[config.mk]
export PLATFORM = sky130hd
export DESIGN_NAME = fifo_uart_tx
export DESIGN_NICKNAME = d
export VERILOG_FILES = /design/src/rtl/fifo_uart_tx.sv
export SDC_FILE = /design/constraint.sdc
export NUM_CORES = 1
export LEC_CHECK = 0
export BUFFER_PORTS_ARGS = -buffer_cell sky130_fd_sc_hd__buf_4
export CAP_MARGIN = 10
export CORE_ASPECT_RATIO = 1.75
export CORE_MARGIN = 3
export CORE_UTILIZATION = 50
export DETAILED_ROUTE_END_ITERATION = 6
export PLACE_DENSITY_LB_ADDON = 0.15
export SKIP_CTS_REPAIR_TIMING = 1
export SLEW_MARGIN = 30
export SYNTH_ARGS = -nofsm -noshare
export SYNTH_HDL_FRONTEND = slang
export SYNTH_SLANG_ARGS = --single-unit
export TNS_END_PERCENT = 30
[constraint.sdc]
create_clock -name clk -period 1.65 [get_ports clk]
set_clock_uncertainty 0.05 [all_clocks]
set_input_delay 0.0825 -clock clk [delete_from_list [all_inputs] [get_ports clk]]
set_output_delay 0.0825 -clock clk [all_outputs]
set_load 0.01 [all_outputs]
[src/rtl/fifo_uart_tx.sv]
// FIFO-fed UART transmitter: pops one byte per frame from a show-ahead FIFO
// and sends it LSB first as 8N1 / 8E1, with one or two stop bits.
module fifo_uart_tx #(
  parameter int CLKS_PER_BIT = 16,
  parameter int PARITY_EN    = 0,
  parameter int STOP_BITS    = 1
) (
  input  logic       clk,
  input  logic       rst,
  input  logic       en,
  input  logic       fifo_empty,
  input  logic [7:0] fifo_rdata,
  output logic       fifo_ren,
  output logic       tx,
  output logic       busy,
  output logic       tx_done
);

  localparam int CW = (CLKS_PER_BIT > 1) ? $clog2(CLKS_PER_BIT) : 1;
  localparam logic [CW-1:0] CNT_LAST  = CW'(CLKS_PER_BIT - 1);
  localparam logic [CW-1:0] CNT_PRE   = CW'(CLKS_PER_BIT - 2);
  localparam logic [2:0]    STOP_LAST = 3'(STOP_BITS - 1);

  typedef enum logic [2:0] {IDLE, START, DATA, PARITY, STOP} state_t;

  state_t        state, state_n;
  logic [CW-1:0] cnt, cnt_n;
  logic [2:0]    bit_idx, bit_idx_n;
  logic [7:0]    shift, shift_n;
  logic          parity_bit, parity_n;
  logic          tx_n, ren_n, busy_n, done_n;
  logic          bit_end;

  assign bit_end = (cnt == CNT_LAST);

  always_ff @(posedge clk or negedge rst) begin
    if (!rst) begin
      state      <= IDLE;
      cnt        <= '0;
      bit_idx    <= '0;
      shift      <= '0;
      parity_bit <= 1'b0;
      tx         <= 1'b1;
      fifo_ren   <= 1'b0;
      busy       <= 1'b0;
      tx_done    <= 1'b0;
    end else begin
      state      <= state_n;
      cnt        <= cnt_n;
      bit_idx    <= bit_idx_n;
      shift      <= shift_n;
      parity_bit <= parity_n;
      tx         <= tx_n;
      fifo_ren   <= ren_n;
      busy       <= busy_n;
      tx_done    <= done_n;
    end
  end

  // Outputs are computed one cycle ahead so every pin comes straight from a flop.
  always_comb begin
    state_n   = state;
    cnt_n     = cnt + CW'(1);
    bit_idx_n = bit_idx;
    shift_n   = shift;
    parity_n  = parity_bit;
    tx_n      = tx;
    ren_n     = 1'b0;
    busy_n    = busy;
    done_n    = 1'b0;
    case (state)
      IDLE: begin
        cnt_n  = '0;
        tx_n   = 1'b1;
        busy_n = 1'b0;
        if (en && !fifo_empty) begin
          ren_n     = 1'b1;
          shift_n   = fifo_rdata;
          parity_n  = ^fifo_rdata;
          bit_idx_n = '0;
          tx_n      = 1'b0;
          busy_n    = 1'b1;
          state_n   = START;
        end
      end
      START: begin
        if (bit_end) begin
          cnt_n     = '0;
          bit_idx_n = '0;
          tx_n      = shift[0];
          state_n   = DATA;
        end
      end
      DATA: begin
        if (bit_end) begin
          cnt_n = '0;
          if (bit_idx == 3'd7) begin
            bit_idx_n = '0;
            if (PARITY_EN != 0) begin
              tx_n    = parity_bit;
              state_n = PARITY;
            end else begin
              tx_n    = 1'b1;
              state_n = STOP;
            end
          end else begin
            shift_n   = {1'b0, shift[7:1]};
            tx_n      = shift[1];
            bit_idx_n = bit_idx + 3'd1;
          end
        end
      end
      PARITY: begin
        if (bit_end) begin
          cnt_n     = '0;
          bit_idx_n = '0;
          tx_n      = 1'b1;
          state_n   = STOP;
        end
      end
      STOP: begin
        tx_n = 1'b1;
        // tx_done must be visible during the final stop cycle, so raise it one cycle early.
        if (cnt == CNT_PRE && bit_idx == STOP_LAST) done_n = 1'b1;
        if (bit_end) begin
          cnt_n = '0;
          if (bit_idx == STOP_LAST) begin
            bit_idx_n = '0;
            busy_n    = 1'b0;
            state_n   = IDLE;
          end else begin
            bit_idx_n = bit_idx + 3'd1;
          end
        end
      end
      default: begin
        cnt_n     = '0;
        bit_idx_n = '0;
        tx_n      = 1'b1;
        busy_n    = 1'b0;
        state_n   = IDLE;
      end
    endcase
  end

endmodule
==> results of run 1 <==
worst max path at each step:
stage / slack (ns) / cells after the start / start / to
floorplan: -0.11 / 7 / state[1] / shift[1]
global placement: -0.16 / 5 / state[1] / shift[6]
detailed placement: -0.21 / 5 / state[1] / shift[6]
CTS: -0.25 / 5 / state[1] / shift[2]
global route: -0.18 / 5 / state[0] / shift[0]
finish: -0.15 / 4 / state[0] / shift[2]
stage by stage:
| step | utilization, % | setup slack, ns | cell area, sq um |
|---|---|---|---|
| 2_1_floorplan | - | -0.105 | 1200 |
| 3_3_place_gp | 64.4 | -0.156 | 1400 |
| 3_5_place_dp | 64.4 | -0.210 | 1400 |
| 4_1_cts | 65.7 | -0.245 | 1430 |
| 5_1_grt | 71.8 | -0.183 | 1560 |
| 6_report | 71.8 | -0.149 | 1560 |
synth_stat cells, types with 2 or more instances:
cell / number
nand2_1: 4
nand3_1: 3
nor2b_1: 3
o21ai_0: 4
buf_6: 2
o221a_2: 7
nand3b_1: 2
dfrtp_1: 21
mux2i_1: 2
nor3_1: 3
a31oi_1: 2
nand2b_1: 4
or2b_2: 6
a21oi_1: 4
nor2_1: 6
o22ai_1: 3
or2_2: 2
ha_1: 6
clkbuf_1: 2
inv_1: 6
registers in the layout (all words and copies together) (netlist names):
signal	flops
shift	8
cnt	4
bit_idx	3
state	3
busy	1
fifo_ren	1
tx	1
tx_done	1
report_power, final:
part	internal, W	total (W)	switching, W
sequential	0.000539	0.000539	0
combinational	0.0000209	0.0000389	0.0000181
clock	0.0000940	0.000250	0.000156
critical path, stage by stage, from the launching register on:
cell and delay (ns):
dfrtp_1 0.42, or4b_4 0.53, or2_4 0.30, buf_4 0.15, o221a_4 0.25
logic make-up (layout without fill, tap and decap cells):
logic type / Yosys count / count (layout) / share of synthesized area, %
XOR/XNOR: 2 / 2 / 1.46
AO/OA/AOI/OAI: 26 / 26 / 16.5
adder cells (fa/ha/maj): 6 / 6 / 6.26
flip-flops: 22 / 22 / 46.0
AND/OR/NAND/NOR: 42 / 42 / 22.8
buffers and inverters: 12 / 47 / 5.32
multiplexers: 2 / 2 / 1.67
area by class of cell:
cell class,count,area (sq um)
multi-input cells,78,654
fillers,156,613
flip-flops and latches,22,552
repair buffers,36,273
well taps,24,30.0
clock buffers,4,26.3
inverters,7,26.3
per-layer routing:
metal / up-vias / GRT usage (%)
met5: - / 0
met4: 0 / 7.38
met3: 4 / 2.80
met2: 17 / 34.8
met1: 469 / 20.5
li1: 472 / -
==> flow_metrics.tcl, run 1 <==
set metrics [dict create \
    drv_slew 0 \
    end_kind "register" \
    final-hold-violation-count 0 \
    r2r_start "state[0]" \
    grt.total_usage_pct 18.7 \
    antenna_found_initial 0 \
    fmax_ghz 0.556 \
    nets 166 \
    drive_above_1_share_pct 42.9 \
    core_sq_um 2170 \
    ios 16 \
    tightest_slew_ns 0.299 \
    clockRootBuffer "clkbuf_4" \
    synthesis.nets 130 \
    dp_cells 159 \
    arrival_ns 1.95 \
    hold_class "input pin to register" \
    violations "negative setup slack" \
    required_ns 1.80 \
    cts_tree "done" \
    setup_violations 11 \
    setup_ws_ns -0.149 \
    drcViolationCount 0 \
    first_iter_violations 24 \
    yosys-top-cells-area "dfrtp_1 (44%), o221a_2 (6.6%), ha_1 (6.3%)" \
    fin_crit_ns 1.80 \
    clock_path_buffers 2 \
    path_max_fanout 7 \
    crit_type "register to register" \
    slew_headroom_pct 80.0 \
    yosysTopAreaCell "dfrtp_1" \
    holdCritStartpoint "fifo_rdata[5]" \
    holdWs_ns 0.00811 \
    netlist.area_leader.share_pct 43.8 \
    avgSynthCellArea_sq_um 10.7 \
    wl_met2_um 1540 \
    yosys_warnings 0 \
    synth.distinct_cells 40 \
    mostFrequentLayoutCell "buf_4" \
    fin_crit_sh_pct 109 \
    htree_num_levels 1 \
    rows 22 \
    timing.setup.tns_ns -1.08 \
    cts.sinks 22 \
    cts_buffers 3 \
    synthesis.area_sq_um 1200 \
    path_clk_slew_ns 0.12 \
    p_total_w 0.000828 \
    dieWidth_um 43.0 \
    synth_edf_count 0 \
    fp.dieH_um 70.8 \
    r2r-end "shift[2]" \
    gp_congestion 0.908 \
    rrSetupSlack_ns -0.15 \
    synth-seq-area-share_pct 46.0 \
    power_density_nw_per_um2 530 \
    ant_nets 0 \
    grt_max_degree 23 \
    outcome "complete, but fails checks" \
    clock_latency_ns 0.30 \
    holdPathEnd "shift[5]" \
    grt_pass1_vias 1037 \
    syn2layout_area_growth_pct 30.3 \
    routed_wl_um 2670 \
    peakVddDrop_uv 338 \
    synth_cells 112 \
    p_leak_nw 0.746 \
    highest_layer "met4" \
    synth-async-reset-ratio_pct 100 \
    grt_pass1_wl_um 4440 \
    r2r_cells 4 \
    dr.pass1.iters 4 \
    ys_seq_elements 22 \
    die-area_sq_um 3040 \
    route.met3.wl_um 82 \
    antenna_cells 0 \
    wl_per_cell_um 15.6 \
    maxCapViolCount 0 \
    drt-met1-wl_um 1010 \
    finalNonFillerCells 171 \
    synth_ff_type "dfrtp_1" \
    start_kind "register" \
    grt-ovfl-total 0 \
    mostFrequentLayoutCells "buf_4 (35), dfrtp_1 (21), inv_1 (6), nor2_1 (6), or2b_4 (6)" \
    start_util_pct 55.1 \
    min_path_cells 2 \
    avgViaCountPerCell 5.63 \
    rsz0062_at_grt "yes" \
    numPortBuffers 15 \
    dr_total_vias 962 \
    dp_hpwl_um 1980 \
]
(Power assumes the default switching activity.)
==> run 2, diff against run 1 <==
--- a/config.mk
+++ b/config.mk
@@ -8,5 +8,4 @@
 export BUFFER_PORTS_ARGS = -buffer_cell sky130_fd_sc_hd__buf_4
 export CAP_MARGIN = 10
-export CORE_ASPECT_RATIO = 1.75
 export CORE_MARGIN = 3
 export CORE_UTILIZATION = 50
==> constraint.sdc (replaced) <==
create_clock -name clk -period 1.65 [get_ports clk]
set_clock_uncertainty 0.05 [all_clocks]
set_input_delay 0.4125 -clock clk [delete_from_list [all_inputs] [get_ports clk]]
set_output_delay 0.4125 -clock clk [all_outputs]
set_load 0.01 [all_outputs]
==> run 2 against run 1 <==
Against the previous run:
- critical path type unchanged
- largest cell class unchanged
- clock power increased by 68%
- die area down 0.76%
- critical endpoint is now shift[6]
- largest power group unchanged
- final area rose by 3.1%
- sequential cell count did not move
- total power up 20%
- sequential power about the same
- the run still ends with negative setup slack left
==> flow_metrics.tcl, run 2 (synthesis gave the netlist of run 1 again) <==
set metrics [dict create \
    outcome "complete, but fails checks" \
    violations "negative setup slack" \
    end_kind "register" \
    largest_register_ffs 8 \
    r2r_cells 4 \
    grt_max_degree 23 \
    start_kind "register" \
    fp.dieH_um 55.0 \
    rrSetupSlack_ns -0.18 \
    drcViolationCount 0 \
    die-area_sq_um 3020 \
    p_total_w 0.000998 \
    dieWidth_um 55.0 \
    antenna_found_initial 0 \
    gp_congestion 0.818 \
    dr.pass1.iters 4 \
    cts.sinks 22 \
    arrival_ns 2.00 \
    top_register "shift" \
    crit_type "register to register" \
    highest_layer "met4" \
    fin_crit_ns 1.83 \
    p_leak_nw 0.753 \
    hold_class "input pin to register" \
    required_ns 1.82 \
    setup_ws_ns -0.182 \
    power_density_nw_per_um2 620 \
    path_max_fanout 7 \
    drv_slew 0 \
    mostFrequentLayoutCells "buf_4 (33), dfrtp_1 (21)" \
    htree_num_levels 1 \
    avgViaCountPerCell 5.62 \
    syn2layout_area_growth_pct 34.3 \
    holdCritStartpoint "fifo_rdata[6]" \
    clockRootBuffer "clkbuf_4" \
    timing.setup.tns_ns -1.24 \
    final-hold-violation-count 0 \
    core_sq_um 2230 \
    first_iter_violations 13 \
    path_clk_slew_ns 0.13 \
    grt_pass1_vias 971 \
    min_path_cells 2 \
    clock_latency_ns 0.31 \
    antenna_cells 0 \
    numPortBuffers 15 \
    wl_met2_um 1340 \
    rows 17 \
    r2r-end "shift[6]" \
    holdPathEnd "shift[6]" \
    grt_pass1_wl_um 4210 \
    peakVddDrop_uv 449 \
    nets 165 \
    setup_violations 8 \
    ios 16 \
    mostFrequentLayoutCell "buf_4" \
    fmax_ghz 0.546 \
    grt-ovfl-total 0 \
    route.met3.wl_um 95 \
    start_util_pct 53.7 \
    reg_top3 "shift (8), cnt (4)" \
    fin_crit_sh_pct 111 \
    dp_hpwl_um 1890 \
    wl_per_cell_um 15.4 \
    drt-met1-wl_um 1230 \
    ant_nets 0 \
    cts_buffers 3 \
    r2r_start "state[1]" \
    routed_wl_um 2690 \
    slew_headroom_pct 80.9 \
    tightest_slew_ns 0.287 \
    rsz0062_at_grt "yes" \
    cts_tree "done" \
    dr_total_vias 978 \
    maxCapViolCount 0 \
    clock_path_buffers 2 \
    drive_above_1_share_pct 44.5 \
    grt.total_usage_pct 19.1 \
]
run 2: area by class of cell:
type	instances	area, sq um
Clock buffer	3	22.5
Clock inverter	1	30.0
Fill cell	161	623
Inverter	7	26.3
Multi-Input combinational cell	78	667
Sequential cell	22	552
Tap cell	28	35.0
Timing Repair Buffer	35	278
run 2: power breakdown:
part	leakage, nW	internal [W]	switching, W	total, W
Combinational	0.441	0.0000209	0.0000188	0.0000397
Clock	0.0279	0.000246	0.000173	0.000419
Sequential	0.284	0.000539	0	0.000539
run 2: worst max path at each step:
stage | startpoint | to | slack (ns) | cells past startpoint
finish | state[1] | shift[6] | -0.18 | 4
global route | state[1] | shift[6] | -0.21 | 5
CTS | state[1] | shift[4] | -0.28 | 5
detailed placement | fifo_empty | shift[4] | -0.30 | 6
global placement | fifo_empty | shift[2] | -0.25 | 6
floorplan | fifo_empty | shift[1] | -0.11 | 7
run 2: per-layer routing:
metal,up-vias,GRT usage [%]
li1,470,-
met5,-,0
met4,0,1.62
met3,4,4.29
met1,483,25.8
met2,21,32.7
run 2: stage by stage:
stage	std cells	worst slack [ns]	hold slack, ns	instance area [sq um]	util (%)
floorplan	112	-0.106	0.0669	1200	-
global placement	166	-0.249	0.265	1430	64.0
detailed placement	166	-0.303	0.267	1430	64.0
CTS	170	-0.278	-0.0810	1480	66.3
global route	174	-0.205	0.305	1610	72.1
finish	174	-0.182	0.334	1610	72.1
run 2: critical path, cell delays in order (launching register included):
cell,delay [ns]
dfrtp_1,0.43
or4b_4,0.57
or2_4,0.29
buf_12,0.14
o221a_2,0.25
==> run 3, diff against run 2 <==
Settings changed: BUFFER_PORTS_ARGS -buffer_cell sky130_fd_sc_hd__buf_4 to not set, CORE_UTILIZATION 50 to 53, CTS_CLUSTER_SIZE set to 30, DONT_BUFFER_PORTS set to 1.
==> run 3 against run 2 <==
Against the previous run:
- the flow still finishes with violations (negative setup slack)
- global-route usage decreased by 0.78 points
- maximum frequency increased by 2.7%
- first-iteration DRC count increased by 85%
- clock-buffer cell count increased by 1
- combinational power decreased by 43%
- non-clock buffer count decreased by 15
- critical path depth increased by 1
- register-to-register slack improved by 0.05 ns
- core utilization decreased by 2.2 points
==> flow_metrics.tcl, run 3 (synthesis gave the netlist of run 1 again) <==
set metrics [dict create \
    clock_latency_ns 0.32 \
    drive_above_1_share_pct 37.4 \
    violations "negative setup slack" \
    outcome "complete, but fails checks" \
    reg_top3 "shift (8), cnt (4)" \
    mostFrequentLayoutCell "dfrtp_1" \
    required_ns 1.87 \
    syn2layout_area_growth_pct 19.1 \
    hold_class "input pin to register" \
    largest_register_ffs 8 \
    rrSetupSlack_ns -0.13 \
    gp_congestion 0.777 \
    place_area_sq_um 1320 \
    cts.sinks 22 \
    grt-ovfl-total 0 \
    dieWidth_um 53.6 \
    tightest_slew_ns 0.294 \
    drv_slew 0 \
    cts_tree "done" \
    fp.dieH_um 53.6 \
    arrival_ns 2.01 \
    die-area_sq_um 2870 \
    ant_nets 0 \
    path_max_fanout 8 \
    r2r_cells 5 \
    ios 16 \
    highest_layer "met4" \
    core_sq_um 2040 \
    dr_total_vias 906 \
    fin_crit_sh_pct 108 \
    htree_num_levels 1 \
    start_util_pct 58.7 \
    fmax_ghz 0.560 \
    crit_type "register to register" \
    holdPathEnd "shift[2]" \
    p_total_w 0.000829 \
    holdCritStartpoint "fifo_rdata[2]" \
    rows 16 \
    drcViolationCount 0 \
    top_register "shift" \
    setup_violations 10 \
    dp_hpwl_um 1850 \
    start_kind "register" \
    end_kind "register" \
    nets 150 \
    antenna_found_initial 0 \
    first_iter_violations 24 \
    clock_path_buffers 2 \
    final-hold-violation-count 0 \
    mostFrequentLayoutCells "dfrtp_1 (21), buf_4 (18), inv_1 (6), nor2_1 (6), o221a_2 (6)" \
    setup_ws_ns -0.134 \
    slew_headroom_pct 80.4 \
    crit_start "state[0]" \
    routed_wl_um 2630 \
    grt_pass1_wl_um 3800 \
    grt_pass1_vias 848 \
    final_util_pct 69.9 \
    timing.setup.tns_ns -0.970 \
    drt-met1-wl_um 1230 \
    design_area_sq_um 1430 \
    r2r-end "shift[4]" \
    power_density_nw_per_um2 581 \
    rsz0062_at_grt "yes" \
    grt.total_usage_pct 18.4 \
    antenna_cells 0 \
    numPortBuffers 0 \
    p_leak_nw 0.664 \
    grt_max_degree 23 \
    peakVddDrop_uv 419 \
    min_path_cells 1 \
    fin_crit_ns 1.78 \
    route.met3.wl_um 91 \
    avgViaCountPerCell 5.73 \
    dr.pass1.iters 4 \
    wl_met2_um 1270 \
    nFillCells 175 \
    path_clk_slew_ns 0.13 \
    clockRootBuffer "clkbuf_4" \
    maxCapViolCount 0 \
    wl_per_cell_um 16.7 \
    pre_cts_ws_ns -0.202 \
    cts_buffers 3 \
    r2r_start "state[0]" \
]
## run 3: cell count changes in the layout (fill, tap and decap cells not counted), sizes merged
cell	previous run	this run
clkbuf	3	4
buf	34	19
bufinv	1	0
## run 3: cell type report
class,instances,area [sq um],share of cell area (%)
Inverter,7,26.3,1.84
Clock buffer,4,26.3,1.84
Multi-Input combinational cell,78,624,43.7
Sequential cell,22,552,38.7
Tap cell,27,33.8,2.37
Timing Repair Buffer,20,165,11.6
## run 3: layer usage
| layer | up-vias | GRT usage [%] |
|---|---|---|
| li1 | 440 | - |
| met1 | 436 | 25.0 |
| met2 | 25 | 27.8 |
| met3 | 5 | 3.60 |
| met4 | 0 | 8.94 |
| met5 | - | 0 |
## run 3: worst max-delay path, cell delays in order, from the launching register on
cell	delay, ns
dfrtp_1	0.43
or4b_4	0.53
or2_4	0.31
inv_2	0.07
or2_4	0.15
o221a_2	0.19
## run 3: how the worst max path moves through the flow
stage | cells after the start | slack (ns) | to
after detailed placement | 5 | -0.20 | shift[5]
after global placement | 5 | -0.15 | shift[4]
final | 5 | -0.13 | shift[4]
after CTS | 5 | -0.24 | shift[1]
after global routing | 5 | -0.18 | shift[5]
after floorplan | 7 | -0.11 | shift[1]
## run 3: power by group
group | leakage, nW | total, W | switching (W) | internal, W
logic | 0.365 | 0.0000225 | 0.0000132 | 0.00000933
clock network | 0.0150 | 0.000268 | 0.000173 | 0.0000946
registers | 0.284 | 0.000539 | 0 | 0.000539
## run 3: stage by stage
| stage | std cells | hold slack, ns |
|---|---|---|
| after detailed placement | 150 | 0.0674 |
| final | 158 | 0.227 |
| after global placement | 150 | 0.0674 |
| after floorplan | 112 | 0.0669 |
| after CTS | 154 | -0.293 |
| after global routing | 158 | 0.215 |
